### src/rtl/glyph_banner_seq.sv
// Banner animation sequencer for per-letter glyph renderers.
// Runs a typewriter reveal, a blink, a solid hold and then a clear, all paced by frame_tick.
// Optional slide-in of y0 is compiled in when GLYPH_BANNER_SLIDE_EN is defined.
module glyph_banner_seq #(
  parameter int unsigned NUM_GLYPHS    = 8,
  parameter int unsigned REVEAL_FRAMES = 6,
  parameter int unsigned BLINK_FRAMES  = 15,
  parameter int unsigned BLINK_COUNT   = 3,
  parameter int unsigned HOLD_FRAMES   = 60,
  parameter int unsigned START_Y       = 0,
  parameter int unsigned SLIDE_STEP    = 4
) (
  input  logic                  clk,
  input  logic                  rst_n,
  input  logic                  frame_tick,
  input  logic                  start,
  input  logic                  abort,
  input  logic [3:0]            msg_len,
  input  logic [9:0]            target_y,
  output logic [9:0]            y0,
  output logic [NUM_GLYPHS-1:0] glyph_en,
  output logic                  busy,
  output logic                  done
);

  localparam logic [4:0] NumG      = 5'(NUM_GLYPHS);
  localparam logic [7:0] RevLast   = 8'(REVEAL_FRAMES - 1);
  localparam logic [7:0] BlinkLast = 8'(BLINK_FRAMES - 1);
  localparam logic [7:0] HoldLast  = 8'(HOLD_FRAMES - 1);
  // Blink ends once vis has toggled an even number of times, so it is on again.
  localparam logic [7:0] PhaseEnd  = 8'(2 * BLINK_COUNT);

  typedef enum logic [1:0] {StIdle, StReveal, StBlink, StHold} state_e;

  state_e                state_q, state_d;
  logic [7:0]            fcnt_q, fcnt_d;
  logic [7:0]            phase_q, phase_d;
  logic [4:0]            rev_q, rev_d;
  logic [4:0]            len_q, len_d;
  logic                  vis_q, vis_d;
  logic [NUM_GLYPHS-1:0] glyph_en_q, glyph_en_d;
  logic [9:0]            y0_q, y0_d;
  logic                  busy_q, busy_d;
  logic                  done_q, done_d;
  logic [4:0]            len_clamped;

  // Low n bits set.
  function automatic logic [NUM_GLYPHS-1:0] mask_of(input logic [4:0] n);
    logic [NUM_GLYPHS-1:0] m;
    for (int k = 0; k < NUM_GLYPHS; k++) begin
      m[k] = (5'(k) < n);
    end
    return m;
  endfunction

`ifdef GLYPH_BANNER_SLIDE_EN
  logic [9:0]  tgt_q, tgt_d;
  logic [10:0] y_sum;
  logic [9:0]  y_start;
`else
  // Slide configuration only matters when the slide feature is built in.
  logic unused_slide_cfg;
  assign unused_slide_cfg = ^{10'(START_Y), 10'(SLIDE_STEP)};
`endif

  // Clamp the requested length into 1..NUM_GLYPHS.
  always_comb begin
    len_clamped = {1'b0, msg_len};
    if (msg_len == 4'd0) begin
      len_clamped = 5'd1;
    end else if ({1'b0, msg_len} > NumG) begin
      len_clamped = NumG;
    end
  end

`ifdef GLYPH_BANNER_SLIDE_EN
  // Saturating slide arithmetic and start position.
  always_comb begin
    y_sum   = {1'b0, y0_q} + 11'(SLIDE_STEP);
    y_start = (11'(START_Y) >= {1'b0, target_y}) ? target_y : 10'(START_Y);
  end
`endif

  // Next-state and registered-output logic.
  always_comb begin
    state_d    = state_q;
    fcnt_d     = fcnt_q;
    phase_d    = phase_q;
    rev_d      = rev_q;
    len_d      = len_q;
    vis_d      = vis_q;
    glyph_en_d = glyph_en_q;
    y0_d       = y0_q;
    done_d     = 1'b0;
`ifdef GLYPH_BANNER_SLIDE_EN
    tgt_d      = tgt_q;
`endif

    if (state_q == StIdle) begin
      glyph_en_d = '0;
      if (start && !abort) begin
        state_d = StReveal;
        len_d   = len_clamped;
        fcnt_d  = 8'd0;
        phase_d = 8'd0;
        rev_d   = 5'd0;
        vis_d   = 1'b0;
`ifdef GLYPH_BANNER_SLIDE_EN
        tgt_d   = target_y;
        y0_d    = y_start;
`else
        y0_d    = target_y;
`endif
      end
    end else if (abort) begin
      state_d    = StIdle;
      glyph_en_d = '0;
    end else if (frame_tick) begin
`ifdef GLYPH_BANNER_SLIDE_EN
      y0_d = (y_sum >= {1'b0, tgt_q}) ? tgt_q : y_sum[9:0];
`endif
      unique case (state_q)
        StReveal: begin
          if (fcnt_q == RevLast) begin
            fcnt_d = 8'd0;
            for (int k = 0; k < NUM_GLYPHS; k++) begin
              if (5'(k) == rev_q) glyph_en_d[k] = 1'b1;
            end
            rev_d = rev_q + 5'd1;
            if (rev_q + 5'd1 >= len_q) begin
              state_d = StBlink;
              vis_d   = 1'b1;
              phase_d = 8'd0;
            end
          end else begin
            fcnt_d = fcnt_q + 8'd1;
          end
        end
        StBlink: begin
          if (fcnt_q == BlinkLast) begin
            fcnt_d  = 8'd0;
            vis_d   = ~vis_q;
            phase_d = phase_q + 8'd1;
            if (phase_q + 8'd1 == PhaseEnd) begin
              state_d = StHold;
            end
          end else begin
            fcnt_d = fcnt_q + 8'd1;
          end
          glyph_en_d = vis_d ? mask_of(len_q) : '0;
        end
        StHold: begin
          glyph_en_d = mask_of(len_q);
          if (fcnt_q == HoldLast) begin
            state_d    = StIdle;
            glyph_en_d = '0;
            done_d     = 1'b1;
            fcnt_d     = 8'd0;
          end else begin
            fcnt_d = fcnt_q + 8'd1;
          end
        end
        default: begin
          state_d = StIdle;
        end
      endcase
    end

    busy_d = (state_d != StIdle);
  end

  // State and output registers.
  always_ff @(posedge clk or negedge rst_n) begin
    if (!rst_n) begin
      state_q    <= StIdle;
      fcnt_q     <= 8'd0;
      phase_q    <= 8'd0;
      rev_q      <= 5'd0;
      len_q      <= 5'd0;
      vis_q      <= 1'b0;
      glyph_en_q <= '0;
      y0_q       <= 10'd0;
      busy_q     <= 1'b0;
      done_q     <= 1'b0;
    end else begin
      state_q    <= state_d;
      fcnt_q     <= fcnt_d;
      phase_q    <= phase_d;
      rev_q      <= rev_d;
      len_q      <= len_d;
      vis_q      <= vis_d;
      glyph_en_q <= glyph_en_d;
      y0_q       <= y0_d;
      busy_q     <= busy_d;
      done_q     <= done_d;
    end
  end

`ifdef GLYPH_BANNER_SLIDE_EN
  // Latched slide destination.
  always_ff @(posedge clk or negedge rst_n) begin
    if (!rst_n) begin
      tgt_q <= 10'd0;
    end else begin
      tgt_q <= tgt_d;
    end
  end
`endif

  assign y0       = y0_q;
  assign glyph_en = glyph_en_q;
  assign busy     = busy_q;
  assign done     = done_q;

endmodule

### config.mk
export PLATFORM = sky130hd
export DESIGN_NAME = glyph_banner_seq
export DESIGN_NICKNAME = d
export VERILOG_FILES = /design/src/rtl/glyph_banner_seq.sv
export SDC_FILE = /design/constraint.sdc
export NUM_CORES = 1
export LEC_CHECK = 0
export ABC_AREA = 1
export BUFFER_PORTS_ARGS = -buffer_cell sky130_fd_sc_hd__buf_2
export CAP_MARGIN = 15
export CORE_MARGIN = 5
export CORE_UTILIZATION = 50
export CTS_CLUSTER_SIZE = 12
export DETAILED_ROUTE_END_ITERATION = 6
export GPL_ROUTABILITY_DRIVEN = 1
export MAX_ROUTING_LAYER = met4
export PLACE_DENSITY = 0.8
export SYNTH_ARGS = -nofsm -noshare
export SYNTH_HDL_FRONTEND = slang
export SYNTH_SLANG_ARGS = --single-unit
### constraint.sdc
create_clock -name clk -period 2.05 [get_ports clk]
set_clock_uncertainty 0.1 [all_clocks]
set_input_delay 0.1025 -clock clk [delete_from_list [all_inputs] [get_ports clk]]
set_output_delay 0.1025 -clock clk [all_outputs]
set_load 0.005 [all_outputs]
# Word level (Yosys, flattened, before mapping)
# Cells that the tools add are included.
[word_totals]
out_inout_bits = 20
ff_bits = 49
[classes]
bitwise = 1
n_addsub = 3
muxes = 65
n_lt_le_gt_ge = 10
eq_ne = 28
n_reduce_logical = 26
[ops]
columns = ["op", "count"]
rows = [
  ["2-to-1 mux 8 bit", 19],
  ["case mux 8 bit (3 select lines)", 2],
  ["inequality test 4 bit (second input constant)", 9],
  ["AND reduction 4 bit", 9],
  ["2-to-1 mux 5 bit", 7],
  ["2-to-1 mux 1 bit", 24],
  ["== test 3 x 5 -> 1 bit (first input constant)", 4],
  ["less-than comparator 3 x 5 -> 1 bit (first input constant)", 4],
  ["2-to-1 mux 2 bit", 9],
  ["adder 8 x 1 -> 8 bit (second input constant)", 2],
  ["== test 8 x 3 -> 1 bit (second input constant)", 2],
  ["case mux 8 bit (2 select lines)", 1],
  ["== test 2 x 5 -> 1 bit (first input constant)", 2],
  ["less-than comparator 1 x 5 -> 1 bit (first input constant)", 2],
  ["less-than comparator 2 x 5 -> 1 bit (first input constant)", 2],
  ["inequality test 3 bit (second input constant)", 3],
  ["== test 8 x 4 -> 1 bit (second input constant)", 1],
  ["== test 8 x 6 -> 1 bit (second input constant)", 1],
  ["nonzero test 2 bit", 4],
  ["AND reduction 7 bit", 1],
  ["case mux 2 bit (3 select lines)", 1],
  ["AND reduction 6 bit", 1],
  ["nonzero test 3 bit", 2],
  ["adder 5 x 1 -> 5 bit (second input constant)", 1],
  ["other kinds (18)", 20],
]

# Depth between registers and ports, before layout
# Gate-level depths: netlist of the first run.
[depth]
word_depth = 11
mapped_depth = 16
depth_no_buf = 16

# Worst setup path after synthesis of the first run
# Ideal clock, no wire load.
[synth_path]
path_type = "register to register"
startpoint = "register rev_q[0]"
endpoint = "register phase_q[4]"
path_slack_ns = 0.049
stages_incl_launch_ff = 16
setup_time_ns = 0.118
arrival_time_ns = 1.783
synth_period_minus_slack_ns = 2.001
path_cell_list = "dfrtp_1 > inv_1 > ha_1 > ha_1 > nand2_1 > nand2_1 > nand2_1 > nand2_1 > nand2_1 > nand3_1 > nand2_1 > inv_2 > nand2_4 > buf_6 > nand2_2 > o21ai_2"
[synth_between]
elab_chain_cells = 4
[synth_lines]
columns = ["element", "line_no", "source"]
rows = [
  ["start, declared", "38", "logic [4:0] rev_q, rev_d;"],
  ["start signal, assigned", "189", "rev_q <= rev_d;"],
  ["adder 5 x 1 -> 5 bit", "130", "if (rev_q + 5'd1 >= len_q) begin"],
  [">= comparator 5 bit", "130", ""],
  ["inequality test 3 bit (no source line)", "n/a", ""],
  ["AND reduction 7 bit (no source line)", "n/a", ""],
  ["end signal, assigned", "188", "phase_q <= phase_d;"],
  ["end, declared", "37", "logic [7:0] phase_q, phase_d;"],
]
# Every way passes these cells.
# A chain may end at the register's enable or synchronous reset.

# Worst setup path after layout of the first run
[layout_path]
startpoint = "register rev_q[1]"
endpoint = "register busy_q, in the netlist busy"
[layout_between]
elab_chain_cells = 9
[layout_lines]
columns = ["element", "line_no", "source"]
rows = [
  ["adder 5 x 1 -> 5 bit", "130", ""],
  [">= comparator 5 bit", "130", ""],
  ["2-to-1 mux 2 bit", "130", ""],
  ["2-to-1 mux 2 bit", "124", "if (fcnt_q == RevLast) begin"],
  ["case mux 2 bit (3 select lines)", "122", "unique case (state_q)"],
  ["2-to-1 mux 2 bit", "118", "end else if (frame_tick) begin"],
  ["2-to-1 mux 2 bit", "115", "end else if (abort) begin"],
  ["2-to-1 mux 2 bit", "99", "if (state_q == StIdle) begin"],
  ["nonzero test 2 bit", "169", "busy_d = (state_d != StIdle);"],
  ["via busy_d", "43", "logic busy_q, busy_d;"],
  ["end signal, assigned", "194", "busy_q <= busy_d;"],
  ["end, declared", "43", ""],
]
# The timed path passes the listed nets, and every way through them passes these cells.

==> impl_metrics.json, run 1 <==
{
  "status": "complete, but fails checks",
  "violations": "negative setup slack",
  "required_ps": 2150,
  "place_area_sq_mm": 0.00340,
  "start_kind": "register",
  "setup_viol": 9,
  "crit_start": "rev_q[1]$_DFFE_PN0P_",
  "fill_cells": 468,
  "die-height_um": 87.0,
  "drc_errors": 0,
  "cts.htree.levels": 2,
  "fin_cells": 555,
  "cts.sinks": 48,
  "die-width_um": 87.0,
  "worst_pin_slew_ps": 596,
  "endpoint": "busy$_DFF_PN0_",
  "hold_violations": 0,
  "ys_seq_elements": 48,
  "wl_per_cell_um": 13.4,
  "overflow": 0,
  "r2r_end": "busy$_DFF_PN0_",
  "intPower_mw": 2.38,
  "power.share.clock_pct": 14.1,
  "vias": 2910,
  "clkTransAtPathRegs_ps": 100,
  "drtIter0Drc": 223,
  "max_slew_margin_pct": 60.2,
  "synth_area_per_cell_sq_um": 7.45,
  "layout_common_cells": "121 x nand2_1, 46 x dfrtp_1, 43 x inv_1",
  "route.antenna.remaining_nets": 0,
  "rsz0062_at_grt": "yes",
  "vias_per_cell": 5.24,
  "timing.final.crit_share_pct": 104,
  "synth.yosys.seq_area_share_pct": 40.5,
  "grt_pass1_wl_um": 12600,
  "synth_nets": 434,
  "fmax_ghz": 0.467,
  "grt_max_degree": 26,
  "synth.cell_area_sq_mm": 0.00296,
  "hpwl_um": 5290,
  "synth_largest_area_cell": "dfrtp_1",
  "min_path_type": "in2reg",
  "critPathKind": "reg2reg",
  "async_flop_share_pct": 100,
  "comb_power_share_pct": 50.3,
  "cts.path.max_buffers": 2,
  "timing.final.ws_setup_ps": -91.2,
  "cts-buffers-inserted": 5,
  "synth_ff_type": "dfrtp_1",
  "routed_wl_um": 7450,
  "p_per_area_mw_per_mm2": 1140,
  "grtUsageTotal_pct": 21.5,
  "peakVddDrop_uv": 722,
  "r2r-start": "rev_q[1]$_DFFE_PN0P_",
  "place_inst": 528,
  "p_seq_share_pct": 35.6,
  "gp_routability_congestion": 0.974,
  "min_period_ps": 2140,
  "fin_area_sq_mm": 0.00376,
  "drive_gt1_share_pct": 23.5,
  "power_switching_mw": 1.90,
  "insertion_delay_ps": 320,
  "dr.pass1.iters": 4,
  "final_max_slew_viol_count": 0,
  "p_leak_nw": 1.94,
  "die_area_sq_mm": 0.00757,
  "grt_pass1_vias": 2813,
  "layout.nets": 515,
  "cts_root_buf": "clkbuf_8",
  "initial_core_util_pct": 50.7,
  "syn_inst": 398,
  "critPathArrivalTime_ps": 2240,
  "yosysWarningCount": 0,
  "end_kind": "register",
  "ys_types": 31,
  "r2r_slack_ps": -90,
  "rows": 28,
  "tritoncts": "yes",
  "n_antenna_cell": 0,
  "switching_share_pct": 44.4,
  "reg2regPathDepth": 13,
  "ys_top_cells_by_area": "dfrtp_1 41%, nand2_1 16%, ha_1 7.2%, nand3_1 7.1%, inv_1 5.7%",
  "synth_edf_count": 0,
  "area_delta_synth_final_pct": 27.0,
  "synth_top_area_share_pct": 40.5,
  "maxCapViolations": 0,
  "io_pins": 39,
  "antenna_found_initial": 0,
  "layout_commonest_cell": "nand2_1",
  "port_buffers": 38,
  "cp_max_fo": 4,
  "core_region_area_sq_mm": 0.00585
}
## power by group through the flow
stage          Clock (mW)  Sequential (mW)  Combinational (mW)
5_1_grt             0.654             1.56                2.45
3_3_place_gp            0             1.50                1.87
2_1_floorplan           0             1.49                1.23
4_1_cts             0.613             1.50                1.97
6_report            0.602             1.53                2.15
3_5_place_dp            0             1.51                1.93
## metrics by stage
stage | worst slack [ps] | TNS [ps] | hold WS, ps | utilization, % | power, mW
after floorplan | 48.6 | 0 | -293 | - | 2.72
after global placement | 36.8 | 0 | 27.9 | 58.0 | 3.37
after detailed placement | -22.1 | -59.3 | 45.9 | 58.0 | 3.44
after CTS | 2.15 | 0 | 72.4 | 62.4 | 4.08
after global routing | -231 | -2290 | 117 | 64.3 | 4.67
final | -91.2 | -219 | 96.0 | 64.3 | 4.28
## kinds of logic (layout without fill, tap and decap cells)
logic type | after synthesis | count (layout) | synth area share (%)
compound gates | 40 | 40 | 8.78
xor+xnor | 10 | 10 | 2.95
fa+ha+maj | 17 | 17 | 7.18
buf+inv | 56 | 137 | 7.43
flops | 48 | 48 | 40.5
simple gates | 227 | 228 | 33.1
## Yosys cell counts, types with 2 or more instances
cell type / count
ha_1: 17
o21ai_0: 15
inv_2: 4
clkinv_1: 2
nand2_1: 124
nor2_1: 32
nor3_1: 8
o22ai_1: 5
xnor2_1: 4
inv_1: 45
xor2_1: 6
a21oi_1: 5
nand3_1: 42
dfrtp_1: 48
clkbuf_1: 3
nand4_1: 9
o21ai_2: 8
nand2_2: 2
or2_2: 5
o31ai_1: 2
nand2_4: 2
## final cells by class
cell class / count / area, sq um / area share [%]
multi-input combinational: 295 / 1640 / 43.6
sequential: 48 / 1200 / 32.0
inverter: 52 / 200 / 5.32
timing repair buffer: 77 / 533 / 14.2
tap: 75 / 93.8 / 2.49
clock buffer: 5 / 68.8 / 1.83
clock inverter: 3 / 22.5 / 0.598
## sequential cells by signal, summed over array words and instances, names as in the netlist
name      cells
y0           10
fcnt_q        8
glyph_en      8
phase_q       8
rev_q         5
len_q         4
state_q       2
busy          1
done          1
vis_q         1
## repair_timing
action,in CTS,in global routing
pin swaps,0,10
gates cloned,0,1
setup buffers,0,3
gates resized for setup,2,18
hold buffers,15,0
endpoints found under the hold margin,37,0
setup endpoints to repair,7,25
## metal layers
layer	part of all wire (%)	track usage, %
met5	0	-
met4	1.5	7.79
met3	5.4	4.26
met2	48	34.2
met1	45	27.3
## worst min-delay path by stage
stage               start                 endpoint  cells past startpoint
finish              abort  glyph_en[1]$_DFFE_PN0P_                      4
global route        abort           done$_DFF_PN0_                      4
CTS                 abort  glyph_en[1]$_DFFE_PN0P_                      4
detailed placement  rst_n  glyph_en[5]$_DFFE_PN0P_                      1
global placement    rst_n  glyph_en[5]$_DFFE_PN0P_                      1
floorplan           rst_n           busy$_DFF_PN0_                      0
## worst max-delay path: stages (launching register included)
cell and delay [ps]:
dfrtp_2 460, ha_4 190, xor2_2 180, ha_1 310
nand2_1 90, nand2_1 60, nand2_1 80, nand2_1 50
nand2_1 80, nand2_1 60, nand2_1 90, nand2_2 60
a21oi_2 160, nand2_1 70
(Power assumes the default switching activity.)
==> run 2, diff against run 1 <==
CAP_MARGIN = 20   (was 15)
PLACE_DENSITY = 0.78   (was 0.8)
clock period = 2.7 ns   (was 2.05 ns; I/O delays follow)
==> run 2 against run 1 <==
- the run now ends clean
- flip-flop and latch count stayed put
- setup slack improved by 460 ps
- design area shrank 6.7%
- power down 29%
- utilization decreased by 4.3 points
- sequential power shrank 25%
- critical path depth did not move
- wire length fell by 11%
- critical path type unchanged
- highest routed layer unchanged
==> impl_metrics.json, run 2 (synthesized netlist as in run 1, its figures left out) <==
{
  "status": "completed",
  "n_antenna_cell": 0,
  "grt_pass1_vias": 2594,
  "critPathKind": "reg2reg",
  "final_max_slew_viol_count": 0,
  "cts.path.max_buffers": 2,
  "setup-tns-final_ps": 0,
  "vias": 2752,
  "power.share.clock_pct": 18.1,
  "initial_core_util_pct": 50.7,
  "setup_viol": 0,
  "insertion_delay_ps": 300,
  "hold_violations": 0,
  "switching_share_pct": 42.5,
  "clkTransAtPathRegs_ps": 90,
  "min_path_type": "in2reg",
  "min_period_ps": 2330,
  "overflow": 0,
  "port_buffers": 38,
  "wl_per_cell_um": 12.5,
  "cts-resized-gates": 0,
  "core_region_area_sq_mm": 0.00585,
  "dr.pass1.iters": 4,
  "place_area_sq_mm": 0.00324,
  "drc_errors": 0,
  "cts_setup_buffers": 0,
  "largest_reg_flops": 10,
  "die-width_um": 87.0,
  "peakVddDrop_uv": 445,
  "maxCapViolations": 0,
  "hpwl_um": 4940,
  "pre_cts_ws_ps": 396,
  "routed_wl_um": 6620,
  "layout_commonest_cell": "nand2_1",
  "end_kind": "register",
  "p_seq_share_pct": 37.7,
  "comb_power_share_pct": 44.2,
  "layout.nets": 491,
  "cts-buffers-inserted": 5,
  "worst_pin_slew_ps": 532,
  "rows": 28,
  "power_switching_mw": 1.30,
  "start_kind": "register",
  "gp_routability_congestion": 0.918,
  "timing.final.crit_share_pct": 86.5,
  "antenna_found_initial": 0,
  "drtIter0Drc": 235,
  "cts.sinks": 48,
  "cp_max_fo": 15,
  "cts_root_buf": "clkbuf_8",
  "drive_gt1_share_pct": 16.4,
  "grtUsageTotal_pct": 19.5,
  "intPower_mw": 1.75,
  "vias_per_cell": 5.18,
  "critPathArrivalTime_ps": 2430,
  "grt_max_degree": 49,
  "grt_pass1_wl_um": 11500,
  "fill_cells": 537,
  "p_per_area_mw_per_mm2": 868,
  "die_area_sq_mm": 0.00757,
  "area_delta_synth_final_pct": 18.5,
  "die-height_um": 87.0,
  "fin_area_sq_mm": 0.00351,
  "fmax_ghz": 0.428,
  "p_leak_nw": 1.83,
  "route.antenna.remaining_nets": 0,
  "required_ps": 2800,
  "rsz0062_at_grt": "no",
  "max_slew_margin_pct": 64.5,
  "timing.final.ws_setup_ps": 365,
  "cts.htree.levels": 2,
  "io_pins": 39,
  "layout_common_cells": "124 x nand2_1, 48 x dfrtp_1, 45 x inv_1",
  "tritoncts": "yes"
}
run 2: worst max-delay path, cell delays in order, from the launching register on:
cell and delay, ps:
dfrtp_1 440, inv_1 140, ha_1 270, inv_2 180, nor2_4 150, inv_2 120
nand2_4 120, inv_4 70, a211oi_2 140, nand2_1 120, inv_2 90, nand2_4 130
nand2_1 110, o21ai_2 50
run 2: path summary, 6_finish.rpt:
path                                      start                      end  slack [ps]  depth (start not counted)
setup / recovery           state_q[1]$_DFF_PN0_   phase_q[7]$_DFFE_PN0P_         370                         13
hold / removal                       msg_len[0]     len_q[0]$_DFFE_PN0P_           6                          3
setup reg to reg           state_q[1]$_DFF_PN0_   phase_q[7]$_DFFE_PN0P_         370                         13
hold reg to reg               y0[2]$_DFFE_PN0P_        y0[2]$_DFFE_PN0P_         380                          2
max in group asynchronous                 rst_n    fcnt_q[2]$_DFFE_PN0P_        1740                          3
min in group asynchronous                 rst_n  glyph_en[5]$_DFFE_PN0P_         230                          2
run 2: routing by layer:
layer	share of wire (%)	GRT usage (%)
met1	46	25.3
met4	2.1	6.52
met3	6.2	4.07
met5	0	-
met2	46	30.4
run 2: final cells by class:
type	count	area, sq um	area share (%)
Inverter	52	198	5.63
Clock buffer	6	82.6	2.35
Tap cell	75	93.8	2.67
Multi-Input combinational cell	294	1540	43.9
Clock inverter	2	38.8	1.10
Timing Repair Buffer	54	355	10.1
Sequential cell	48	1200	34.2
run 2: per-stage QoR:
stage	hold WS [ps]	cells	utilization, %	power [mW]
2_1_floorplan	-261	398	-	2.07
3_3_place_gp	235	509	55.4	2.44
3_5_place_dp	238	509	55.4	2.48
4_1_cts	1.38	530	59.7	3.05
5_1_grt	28.4	531	60.0	3.31
6_report	6.38	531	60.0	3.05
run 2: repair_timing:
item / 4_1_cts / 5_1_grt
hold buffers: 13 / 0
endpoints found under the hold margin: 60 / 0
endpoints found under the setup margin: 0 / 0
run 2: power by group through the flow:
stage          Clock, mW  Sequential (mW)  Combinational, mW
2_1_floorplan          0             1.13              0.933
3_3_place_gp           0             1.15               1.29
3_5_place_dp           0             1.15               1.33
4_1_cts            0.567             1.15               1.34
5_1_grt            0.588             1.19               1.54
6_report           0.551             1.15               1.35
==> run 3, diff against run 2 <==
BUFFER_PORTS_ARGS = default   (was -buffer_cell sky130_fd_sc_hd__buf_2)
DONT_BUFFER_PORTS = 1   (was default)
PLACE_DENSITY = 0.72   (was 0.78)
==> run 3 against run 2 <==
- wire length is 0.57% higher
- combinational power is 9% lower
- die area unchanged
- clock power is 17% lower
- hold slack gained 14 ps
- sequential share of layout area increased by 1.4 points
- critical path depth decreased by 4
- via count fell by 5.9%
- count of clock-buffer cells in the layout decreased by 1
- highest routed layer unchanged
==> impl_metrics.json, run 3 (synthesized netlist as in run 1, its figures left out) <==
{
  "initial_core_util_pct": 50.7,
  "cp_max_fo": 14,
  "cts_root_buf": "clkbuf_8",
  "crit_family": "buffers and inverters",
  "antenna_found_initial": 0,
  "fmax_ghz": 0.427,
  "setup_viol": 0,
  "hold_violations": 0,
  "multi_input_area_sq_mm": 0.00154,
  "die-height_um": 87.0,
  "max_slew_margin_pct": 74.3,
  "status": "completed",
  "fill_cells": 513,
  "start_kind": "register",
  "rows": 28,
  "vias": 2590,
  "layout_commonest_cell": "nand2_1",
  "end_kind": "register",
  "overflow": 0,
  "final_max_slew_viol_count": 0,
  "core_region_area_sq_mm": 0.00585,
  "largest_reg_flops": 10,
  "die_area_sq_mm": 0.00757,
  "gp_routability_congestion": 0.924,
  "path_buf_inv": 5,
  "n_antenna_cell": 0,
  "routed_wl_um": 6660,
  "p_leak_nw": 1.69,
  "rsz0062_at_grt": "no",
  "min_path_type": "in2reg",
  "wl_per_cell_um": 13.3,
  "tritoncts": "yes",
  "min_period_ps": 2340,
  "slowest_delay_ps": 570,
  "cts-buffers-inserted": 5,
  "drc_errors": 0,
  "p_per_area_mw_per_mm2": 854,
  "area_delta_synth_final_pct": 13.8,
  "finalHoldWorstSlack_ps": 20.4,
  "layout.nets": 460,
  "insertion_delay_ps": 310,
  "crit_chain": "inv_1 > ha_1 > inv_2 > nor2_4 > inv_2 > nor2_1 > inv_1 > o21ai_0 > dlygate4sd3_1",
  "grt_max_degree": 49,
  "route.antenna.remaining_nets": 0,
  "grtUsageTotal_pct": 19.6,
  "layout_common_cells": "124 x nand2_1, 48 x dfrtp_1, 45 x inv_1",
  "critPathKind": "reg2reg",
  "port_buffers": 0,
  "drtIter0Drc": 198,
  "critPathArrivalTime_ps": 2490,
  "peakVddDrop_uv": 517,
  "hpwl_um": 4900,
  "cts.htree.levels": 2,
  "dr.pass1.iters": 4,
  "drive_gt1_share_pct": 8.71,
  "vias_per_cell": 5.18,
  "required_ps": 2850,
  "cts.path.max_buffers": 2,
  "grt_pass1_vias": 2506,
  "seqCellArea_sq_mm": 0.00120,
  "worst_pin_slew_ps": 386,
  "io_pins": 39,
  "cts.sinks": 48,
  "grt_pass1_wl_um": 11600,
  "cp_slowest_cell": "dlygate4sd3_1",
  "timing.final.crit_share_pct": 86.7,
  "maxCapViolations": 0,
  "die-width_um": 87.0,
  "setup-tns-final_ps": 0,
  "clkTransAtPathRegs_ps": 90
}
[run 3: metrics by stage]
step | instances | util [%] | power [mW] | setup slack (ps) | cell area, sq um
global route | 500 | 57.7 | 3.16 | 195 | 3370
CTS | 500 | 57.7 | 2.90 | 418 | 3370
finish | 500 | 57.7 | 2.88 | 359 | 3370
global placement | 471 | 52.1 | 2.32 | 515 | 3050
detailed placement | 471 | 52.1 | 2.36 | 482 | 3050
floorplan | 398 | - | 2.07 | 699 | 2960
[run 3: layer usage]
| metal | up-vias | part of all wire [%] | track usage (%) |
|---|---|---|---|
| li1 | 1324 | - | - |
| met1 | 1204 | 44 | 24.4 |
| met2 | 51 | 49 | 32.0 |
| met3 | 11 | 4.9 | 4.07 |
| met4 | 0 | 1.7 | 6.09 |
| met5 | - | 0 | - |
[run 3: timing repair]
item | CTS | global route
setup buffers | 0 | 0
endpoints found under the hold margin | 67 | 0
hold buffers | 21 | 0
gates resized for setup | 0 | 0
[run 3: layout make-up]
type,count,share of cell area (%)
Multi-Input combinational cell,294,45.7
Sequential cell,48,35.6
Timing Repair Buffer,23,7.20
Inverter,52,5.86
Tap cell,75,2.78
Clock buffer,5,2.04
Clock inverter,3,0.779
[run 3: worst register-to-register path, cell delays in order (launching register included)]
cell and delay [ps]:
dfrtp_1 440, inv_1 140, ha_1 260, inv_2 120, nor2_4 130, inv_2 120, nor2_1 150, inv_1 100
o21ai_0 160, dlygate4sd3_1 570
[run 3: path summary, 6_finish.rpt]
path	startpoint	to	slack, ps	cells past startpoint
setup / recovery	state_q[1]$_DFF_PN0_	len_q[0]$_DFFE_PN0P_	360	9
hold / removal	frame_tick	state_q[1]$_DFF_PN0_	20	5
setup reg to reg	state_q[1]$_DFF_PN0_	len_q[0]$_DFFE_PN0P_	360	9
hold reg to reg	y0[2]$_DFFE_PN0P_	y0[2]$_DFFE_PN0P_	410	2
max in group asynchronous	rst_n	phase_q[2]$_DFFE_PN0P_	2060	2
min in group asynchronous	rst_n	rev_q[1]$_DFFE_PN0P_	230	2
[run 3: power by group]
part	switching [mW]	internal, mW
sequential	0.237	0.954
combinational	0.801	0.434
clock	0.264	0.191
total	1.30	1.58
